### config.mk
export PLATFORM = sky130hd
export DESIGN_NAME = cla8_seq_mul
export DESIGN_NICKNAME = d
export VERILOG_FILES = /design/src/rtl/cla8_pkg.sv /design/src/rtl/cla8_seq_mul_cla.sv /design/src/rtl/cla8_seq_mul.sv
export SDC_FILE = /design/constraint.sdc
export NUM_CORES = 1
export LEC_CHECK = 0
export CAP_MARGIN = 20
export CORE_UTILIZATION = 52
export DETAILED_ROUTE_END_ITERATION = 16
export PLACE_DENSITY = 0.82
export SETUP_SLACK_MARGIN = 0.02
export SLEW_MARGIN = 10
export SYNTH_ARGS = -nofsm -noshare
export SYNTH_HDL_FRONTEND = slang
export SYNTH_SLANG_ARGS = --single-unit
### constraint.sdc
create_clock -name clk -period 2.4 [get_ports clk]
set_input_delay 0.48 -clock clk [delete_from_list [all_inputs] [get_ports clk]]
set_output_delay 0.48 -clock clk [all_outputs]
set_load 0.01 [all_outputs]
### src/rtl/cla8_pkg.sv
// Shared types and constants for the CLA-based arithmetic datapath.
package cla8_pkg;

  typedef enum logic [1:0] {
    IDLE,
    RUN,
    DONE
  } state_e;

  localparam int unsigned MUL_W     = 8;
  localparam int unsigned PROD_W    = 16;
  localparam logic [2:0]  ITER_LAST = 3'd7;

endpackage

### src/rtl/cla8_seq_mul_cla.sv
// 8-bit carry-lookahead adder: every carry is a flat sum of generate/propagate products.
module cla8_seq_mul_cla
  import cla8_pkg::*;
(
  input  logic [MUL_W-1:0] a_i,
  input  logic [MUL_W-1:0] b_i,
  input  logic             cin_i,
  output logic [MUL_W-1:0] sum_o,
  output logic             cout_o
);

  logic [MUL_W-1:0] gen;
  logic [MUL_W-1:0] prop;
  logic [MUL_W:0]   carry;

  assign gen  = a_i & b_i;
  assign prop = a_i ^ b_i;

  // c[i+1] = g[i] | p[i]g[i-1] | ... | p[i..0]cin, expanded rather than rippled
  always_comb begin
    logic term;
    logic prop_run;
    carry[0] = cin_i;
    for (int i = 0; i < int'(MUL_W); i++) begin
      term     = gen[i];
      prop_run = prop[i];
      for (int j = i - 1; j >= 0; j--) begin
        term     = term | (prop_run & gen[j]);
        prop_run = prop_run & prop[j];
      end
      term       = term | (prop_run & cin_i);
      carry[i+1] = term;
    end
  end

  assign sum_o  = prop ^ carry[MUL_W-1:0];
  assign cout_o = carry[MUL_W];

endmodule

### src/rtl/cla8_seq_mul.sv
// Sequential 8x8 unsigned shift-and-add multiplier built around the 8-bit CLA adder.
// Optional build macro CLA8_SEQ_MUL_EARLY_EXIT_EN: finish as soon as the remaining
// multiplier bits are all zero (same result, shorter latency).
module cla8_seq_mul
  import cla8_pkg::*;
#(
  parameter int unsigned WIDTH       = 8,
  parameter bit          DONE_STICKY = 1'b0
) (
  input  logic                 clk,
  input  logic                 rst_n,
  input  logic                 start,
  input  logic [WIDTH-1:0]     a,
  input  logic [WIDTH-1:0]     b,
  output logic                 ready,
  output logic                 busy,
  output logic                 done,
  output logic [2*WIDTH-1:0]   product
);

  if (WIDTH != MUL_W) begin : gen_width_check
    $error("cla8_seq_mul: WIDTH must be 8, the CLA adder is fixed at 8 bits");
  end

  state_e              state_q, state_d;
  logic [MUL_W-1:0]    m_q, m_d;
  logic [MUL_W-1:0]    acc_q, acc_d;
  logic [MUL_W-1:0]    mlr_q, mlr_d;
  logic                c_q, c_d;
  logic [2:0]          cnt_q, cnt_d;
  logic [PROD_W-1:0]   product_q, product_d;
  logic                done_q, done_d;

  logic [MUL_W-1:0]    add_b;
  logic [MUL_W-1:0]    add_sum;
  logic                add_cout;
  logic [PROD_W:0]     caq_sum;
  logic [PROD_W:0]     caq_sh;
  logic                finish;
  logic [PROD_W-1:0]   final_prod;

  assign add_b = mlr_q[0] ? m_q : '0;

  cla8_seq_mul_cla u_cla (
    .a_i    (acc_q),
    .b_i    (add_b),
    .cin_i  (1'b0),
    .sum_o  (add_sum),
    .cout_o (add_cout)
  );

  // {C,A,Q} after the add, then the right shift; both land in one register update
  assign caq_sum = {add_cout, add_sum, mlr_q};
  assign caq_sh  = caq_sum >> 1;

`ifdef CLA8_SEQ_MUL_EARLY_EXIT_EN
  logic [3:0]       iter_done;
  logic [MUL_W-1:0] remain_mask;

  // After k iterations the unprocessed multiplier bits sit in Q[7-k:0]
  assign iter_done   = {1'b0, cnt_q} + 4'd1;
  assign remain_mask = 8'hFF >> iter_done;
  assign finish      = ((caq_sh[MUL_W-1:0] & remain_mask) == '0);
  // Skipped iterations would only shift, so apply their shifts all at once
  assign final_prod  = caq_sh[PROD_W-1:0] >> (ITER_LAST - cnt_q);
`else
  assign finish      = (cnt_q == ITER_LAST);
  assign final_prod  = caq_sh[PROD_W-1:0];
`endif

  // Next-state for control and datapath
  always_comb begin
    state_d   = state_q;
    m_d       = m_q;
    acc_d     = acc_q;
    mlr_d     = mlr_q;
    c_d       = c_q;
    cnt_d     = cnt_q;
    product_d = product_q;
    done_d    = DONE_STICKY ? done_q : 1'b0;
    case (state_q)
      IDLE: begin
        if (start) begin
          m_d     = a;
          mlr_d   = b;
          acc_d   = '0;
          c_d     = 1'b0;
          cnt_d   = '0;
          done_d  = 1'b0;
          state_d = RUN;
        end
      end
      RUN: begin
        acc_d = caq_sh[PROD_W-1:MUL_W];
        mlr_d = caq_sh[MUL_W-1:0];
        c_d   = caq_sh[PROD_W];
        cnt_d = cnt_q + 3'd1;
        if (finish) begin
          product_d = final_prod;
          done_d    = 1'b1;
          state_d   = DONE;
        end
      end
      DONE: begin
        state_d = IDLE;
      end
      default: begin
        state_d = IDLE;
      end
    endcase
  end

  // State registers with asynchronous clear
  always_ff @(posedge clk or negedge rst_n) begin
    if (!rst_n) begin
      state_q   <= IDLE;
      m_q       <= '0;
      acc_q     <= '0;
      mlr_q     <= '0;
      c_q       <= 1'b0;
      cnt_q     <= '0;
      product_q <= '0;
      done_q    <= 1'b0;
    end else begin
      state_q   <= state_d;
      m_q       <= m_d;
      acc_q     <= acc_d;
      mlr_q     <= mlr_d;
      c_q       <= c_d;
      cnt_q     <= cnt_d;
      product_q <= product_d;
      done_q    <= done_d;
    end
  end

  // The carry is always shifted into A, so it must read zero at each iteration
  always_ff @(posedge clk) begin
    if (rst_n && state_q == RUN) begin
      assert (c_q == 1'b0);
    end
  end

  assign ready   = (state_q == IDLE);
  assign busy    = (state_q == RUN);
  assign done    = done_q;
  assign product = product_q;

endmodule

Yosys cells after proc, flatten, opt, wreduce, memory -nomap -nowiden

Cells that the tools add are included.

Register bits: 46
Bits in latches: 0
Memory bits (writable): 0
Memory bits (read-only): 0
Bits of input ports: 19
Word-level logic and storage cells: 110
Memories: 0

Add/subtract/negate cells: 1
$mul: 0
Div/mod/pow operators: 0
Magnitude comparators: 0
Equal/unequal tests: 4
Shift-type cells: 0
Mux-type cells: 12
Bitwise logic cells: 80
Reductions and logical operators: 6

Operators with widths:

| kind                                                                   | number |
|---|---|
| 1-bit bitwise AND                                                      | 49 |
| 8-bit one-hot mux with 2 select lines                                  | 2 |
| 1-bit bitwise OR                                                       | 28 |
| 8-bit two-way mux                                                      | 3 |
| 8-bit bitwise XOR                                                      | 2 |
| 8-bit bitwise AND                                                      | 1 |
| 2-bit AND reduction                                                    | 4 |
| 3-bit one-hot mux with 2 select lines                                  | 1 |
| 2-bit two-way mux                                                      | 2 |
| 2-bit one-hot mux with 2 select lines                                  | 1 |
| 3-bit by 1-bit adder with 3-bit output (second input constant)         | 1 |
| 3-bit equality test (second input constant)                            | 1 |
| 3-bit two-way mux                                                      | 1 |
| 2-bit by 1-bit equality test with 1-bit output (second input constant) | 1 |
| 2-bit zero test                                                        | 1 |
| 1-bit two-way mux                                                      | 2 |
| 2-bit by 1-bit != test with 1-bit output (second input constant)       | 1 |
| 2-bit != test (second input constant)                                  | 1 |
| 2-bit nonzero test                                                     | 1 |

Logic depth before layout (Yosys ltp)

Depth in word-level cells: 11
Mapped depth: 8
Gate-level depth less buffers: 6

Cells and area by module

A second synthesis with hierarchy kept.

Cells, all modules: 176
Area total of the unflattened synthesis: 2264.7 µm²

Modules (own cells, without submodules):

| module           | times used | cells each | area an instance (µm²) | seq. area each (µm²) |
|---|---|---|---|---|
| cla8_seq_mul     | 1          | 135        | 1931.9                 | 1151.1 |
| cla8_seq_mul_cla | 1          | 41         | 332.8                  | 0.0 |

Worst setup path after synthesis

Ideal clock, no wire load.

Kind: reg2reg
Start point: register mlr_q[0]
End point: register acc_q[6]
Data arrival time: 1.699 ns
Data required time: 2.305 ns
Setup slack: 0.606 ns
Cell stages (with the launch flop): 7
Buffers on the path: 0
Clock period less this slack: 1.794 ns
Path through: dfrtp_1 -> and2_1 -> ha_1 -> a211oi_2 -> or3_4 -> and4_4 -> o31ai_1

Cells in the longest elaborated chain, start to end: 11

RTL lines:

| what                                                   | line                                           | source |
|---|---|---|
| from (decl)                                            | cla8_seq_mul.sv:28                             | `logic [MUL_W-1:0] mlr_q, mlr_d;` |
| from (signal assigned)                                 | cla8_seq_mul.sv:128                            | `mlr_q <= mlr_d;` |
| 8-bit two-way mux *                                    | cla8_seq_mul.sv:42                             | `assign add_b = mlr_q[0] ? m_q : '0;` |
| 8-bit bitwise XOR or 8-bit bitwise AND (tied branches) | cla8_seq_mul_cla.sv:17, cla8_seq_mul_cla.sv:16 |  |
| 1-bit bitwise AND, on equally long branches            | cla8_seq_mul_cla.sv:28, cla8_seq_mul_cla.sv:29 |  |
| 1-bit bitwise OR (tied with other cells) (4 in series) | cla8_seq_mul_cla.sv:28                         | `term = term \| (prop_run & gen[j]);` |
| 1-bit bitwise OR or 1-bit bitwise AND (tied branches)  | cla8_seq_mul_cla.sv:28                         |  |
| 1-bit bitwise OR                                       | cla8_seq_mul_cla.sv:28                         |  |
| 8-bit bitwise XOR *                                    | cla8_seq_mul_cla.sv:36                         | `assign sum_o = prop ^ carry[MUL_W-1:0];` |
| 8-bit one-hot mux with 2 select lines *                | cla8_seq_mul.sv:81                             | `case (state_q)` |
| to (signal assigned)                                   | cla8_seq_mul.sv:118                            | `acc_q <= '0;` |
| to (signal assigned)                                   | cla8_seq_mul.sv:127                            | `acc_q <= acc_d;` |
| to (decl)                                              | cla8_seq_mul.sv:27                             | `logic [MUL_W-1:0] acc_q, acc_d;` |

Every way passes the cells marked *; elsewhere a longest branch is shown, timed or not.
A chain may end at the register's enable or synchronous reset.

Final worst setup path

Start point: register mlr_q[0]
End point: register product_q[14], in the netlist product[14]

Cells in the longest elaborated chain, start to end: 10

RTL lines:

| what                                                   | line                                           | source |
|---|---|---|
| 8-bit two-way mux *                                    | cla8_seq_mul.sv:42                             |  |
| 8-bit bitwise XOR or 8-bit bitwise AND (tied branches) | cla8_seq_mul_cla.sv:17, cla8_seq_mul_cla.sv:16 |  |
| 1-bit bitwise AND, on equally long branches            | cla8_seq_mul_cla.sv:28, cla8_seq_mul_cla.sv:29 |  |
| 1-bit bitwise OR (tied with other cells) (4 in series) | cla8_seq_mul_cla.sv:28                         |  |
| 1-bit bitwise OR or 1-bit bitwise AND (tied branches)  | cla8_seq_mul_cla.sv:28                         |  |
| 1-bit bitwise OR                                       | cla8_seq_mul_cla.sv:28                         |  |
| 8-bit bitwise XOR *                                    | cla8_seq_mul_cla.sv:36                         |  |
| to (signal assigned)                                   | cla8_seq_mul.sv:131                            | `product_q <= product_d;` |
| to (decl)                                              | cla8_seq_mul.sv:31                             | `logic [PROD_W-1:0] product_q, product_d;` |

Marked as above.

==> results.json <==
{
  "cts_resized": 0,
  "hpwl_um": 3106,
  "status": "finished clean",
  "pin_count": 38,
  "p_sw_share_pct": 39.19,
  "grt_overflow": 0,
  "rows": 23,
  "area_growth_pct": 22.81,
  "async_flop_share_pct": 100.0,
  "dr_total_vias": 1690,
  "p_leak_nw": 1.253,
  "dieArea_um2": 4527,
  "synth_compound_area_share_pct": 11.46,
  "cp.required_ns": 2.60,
  "htree_levels": 2,
  "fin_worst_skew_ns": 0.006557,
  "synth.area.top_cells": "dfrtp_1, nand2_1, ha_1",
  "path_buf_inv": 0,
  "fin_tns_setup_ns": 0,
  "synth_top_family_by_area": "simple AND/OR/NAND/NOR gates",
  "grt_max_degree": 39,
  "synth_warnings": 0,
  "io_buffers": 37,
  "antenna_found_initial": 0,
  "drt-pass1-iter-count": 4,
  "cts_tree": "done",
  "synth-simple-area-share_pct": 20.44,
  "ant_nets": 0,
  "cp-start-kind": "flip-flop",
  "ys_seq_area_share_pct": 51.95,
  "worst_path_largest_cell_delay_ns": 0.46,
  "internal_power_w": 0.002271,
  "diodes": 0,
  "cts_setup_buffers": 0,
  "cts_root_buffer": "clkbuf_8",
  "cap_viol_max_count": 0,
  "cp_max_fo": 9,
  "fin_nets": 295,
  "critical_path_class": "reg2reg",
  "irDropWorstVdd_v": 0.0005982,
  "path_clk_slew_ns": 0.08,
  "cts_buffers": 5,
  "critPathSlowestCell": "dfrtp_1",
  "crit_chain": "and2_1 -> ha_1 -> nand3_2 -> or3_4 -> and4_4 -> o31ai_1",
  "comb_power_share_pct": 50.4,
  "design_area_um2": 2721,
  "worst_ep_arrival_time_ns": 2.22,
  "ys_top_cells_by_count": "nand2_1, dfrtp_1, o21ai_0, nor2_1, nand3_1",
  "synth.avg_cell_area_um2": 9.762,
  "fmax_mhz": 496.1,
  "track_usage_pct": 22.83,
  "critPathTopFamily": "simple AND/OR/NAND/NOR gates",
  "setup_viol": 0,
  "core-area_um2": 4058,
  "clockBufferDepth": 2,
  "yosysTopAreaCellShare_pct": 51.95,
  "synth_area_um2": 2216,
  "final_max_slew_viol_count": 0,
  "fin_crit_sh_pct": 83.98,
  "synth_edf_count": 0,
  "synth_most_common_cell": "nand2_1",
  "clk_latency_ns": 0.30,
  "worst_pin_slew_ns": 0.5025,
  "grt_setup_unrepaired": "no",
  "hold_buffers": 0,
  "post_dp_cell_area_um2": 2630,
  "end_kind": "flip-flop",
  "seq_power_share_pct": 36.7,
  "slew_headroom_pct": 66.43,
  "grt_pass1_vias": 1645,
  "muxShareOfSynthArea_pct": 4.574,
  "drive_gt1_share_pct": 10.90,
  "drc": 0,
  "wire_per_inst_um": 13.55,
  "drtIter0Drc": 119,
  "die_height_um": 67.28,
  "place_congestion": 0.8297,
  "fin_crit_ns": 2.016,
  "p_clk_share_pct": 12.9,
  "synth_xor_area_share_pct": 1.186,
  "p_switching_w": 0.001463,
  "clock-sinks": 46,
  "synth-seq-cells": 46,
  "ys_types": 36,
  "min_path_type": "in2async",
  "start_util_pct": 54.61,
  "setup_ws_ns": 0.3844,
  "hold_violations": 0,
  "syn-num-nets": 257,
  "die_width_um": 67.28,
  "grt_pass1_wl_um": 7569,
  "powerDensity_nw_per_um2": 1372,
  "wirelength_um": 4282,
  "synth_area_leader_cell": "dfrtp_1",
  "synth_adder_area_share_pct": 6.550,
  "post_drt_via_cell_ratio": 5.348,
  "synthFlopType": "dfrtp_1",
  "pre_cts_slack_ns": 0.4057,
  "synthCells": 227
}
## stage by stage
step / hold WS [ns] / util, % / instances / power, W
finish: 0.06763 / 67.07 / 316 / 0.003735
global route: 0.08278 / 67.07 / 316 / 0.004064
CTS: 0.08017 / 67.07 / 316 / 0.003755
detailed placement: 0.3961 / 64.82 / 308 / 0.003267
global placement: 0.3962 / 64.82 / 308 / 0.003173
floorplan: 0.1844 / - / 227 / 0.002651
## cells by family (layout without fill, tap and decap cells)
family                     count (synthesis)  in the layout
and+or+nand+nor                           99             99
AOI/OAI and AO/OA                         41             41
adders and majority gates                 11             11
DFF                                       46             46
xor gates and xnor gates                   3              3
buffers and inverters                     18             57
muxes                                      9              9
## layout by cell type, fill, tap and decap left out, types with 2 or more instances in the layout
master / count
nand2_1: 56
dfrtp_1: 46
clkdlybuf4s50_1: 36
o21ai_0: 14
nor2_1: 12
nand3_1: 11
a31oi_1: 10
ha_1: 10
and2_1: 9
mux2_2: 9
buf_4: 7
clkbuf_8: 6
inv_1: 5
a21oi_1: 5
o31ai_1: 4
a21o_1: 2
a211o_1: 2
nor3b_1: 2
xnor2_1: 2
## routing by layer
metal	track usage (%)	part of all wire (%)	vias up
met5	0	0	-
met4	9.309	2.1	0
met3	5.912	4.0	11
met2	35.63	46	38
met1	30.11	48	791
li1	-	-	850
## area by class of cell
class / count / area (µm²)
inverter: 5 / 18.77
tap: 50 / 62.56
clock buffer: 7 / 86.33
fill: 312 / 1336
clock inverter: 1 / 5.005
timing repair buffer: 44 / 417.9
multi-input combinational: 163 / 979.7
sequential: 46 / 1151
## worst reg2reg max path, stage by stage, from the launching register on
cell and delay, ns:
dfrtp_1 0.46, and2_1 0.18, ha_1 0.44, nand3_2 0.11
or3_4 0.34, and4_4 0.20, o31ai_1 0.19
## sequential cells by signal, summed over array words and instances (netlist names)
name and flops:
product 16, acc_q 8, m_q 8, mlr_q 8, cnt_q 3, state_q 2
done 1
## worst paths after layout
| kind | startpoint | cells after the start | slack (ns) | end |
|---|---|---|---|---|
| max in group asynchronous | rst_n | 2 | 1.79 | m_q[0] |
| worst max-delay path | mlr_q[0] | 6 | 0.38 | product[14] |
| worst min-delay path | rst_n | 1 | 0.07 | acc_q[0] |
| min in group clk | product[15] | 2 | 0.48 | product[15] |
| worst min register to register | product[15] | 2 | 0.48 | product[15] |
| worst max register to register | mlr_q[0] | 6 | 0.38 | product[14] |
## power groups by stage
| stage | Combinational (W) | Clock (W) | Sequential, W |
|---|---|---|---|
| 5_1_grt | 0.00210 | 0.000531 | 0.00143 |
| 6_report | 0.00188 | 0.000483 | 0.00137 |
| 3_3_place_gp | 0.00181 | 0 | 0.00136 |
| 2_1_floorplan | 0.00126 | 0 | 0.00139 |
| 3_5_place_dp | 0.00189 | 0 | 0.00138 |
| 4_1_cts | 0.00189 | 0.000492 | 0.00137 |
Note: power is estimated with default switching activity, not from simulation.
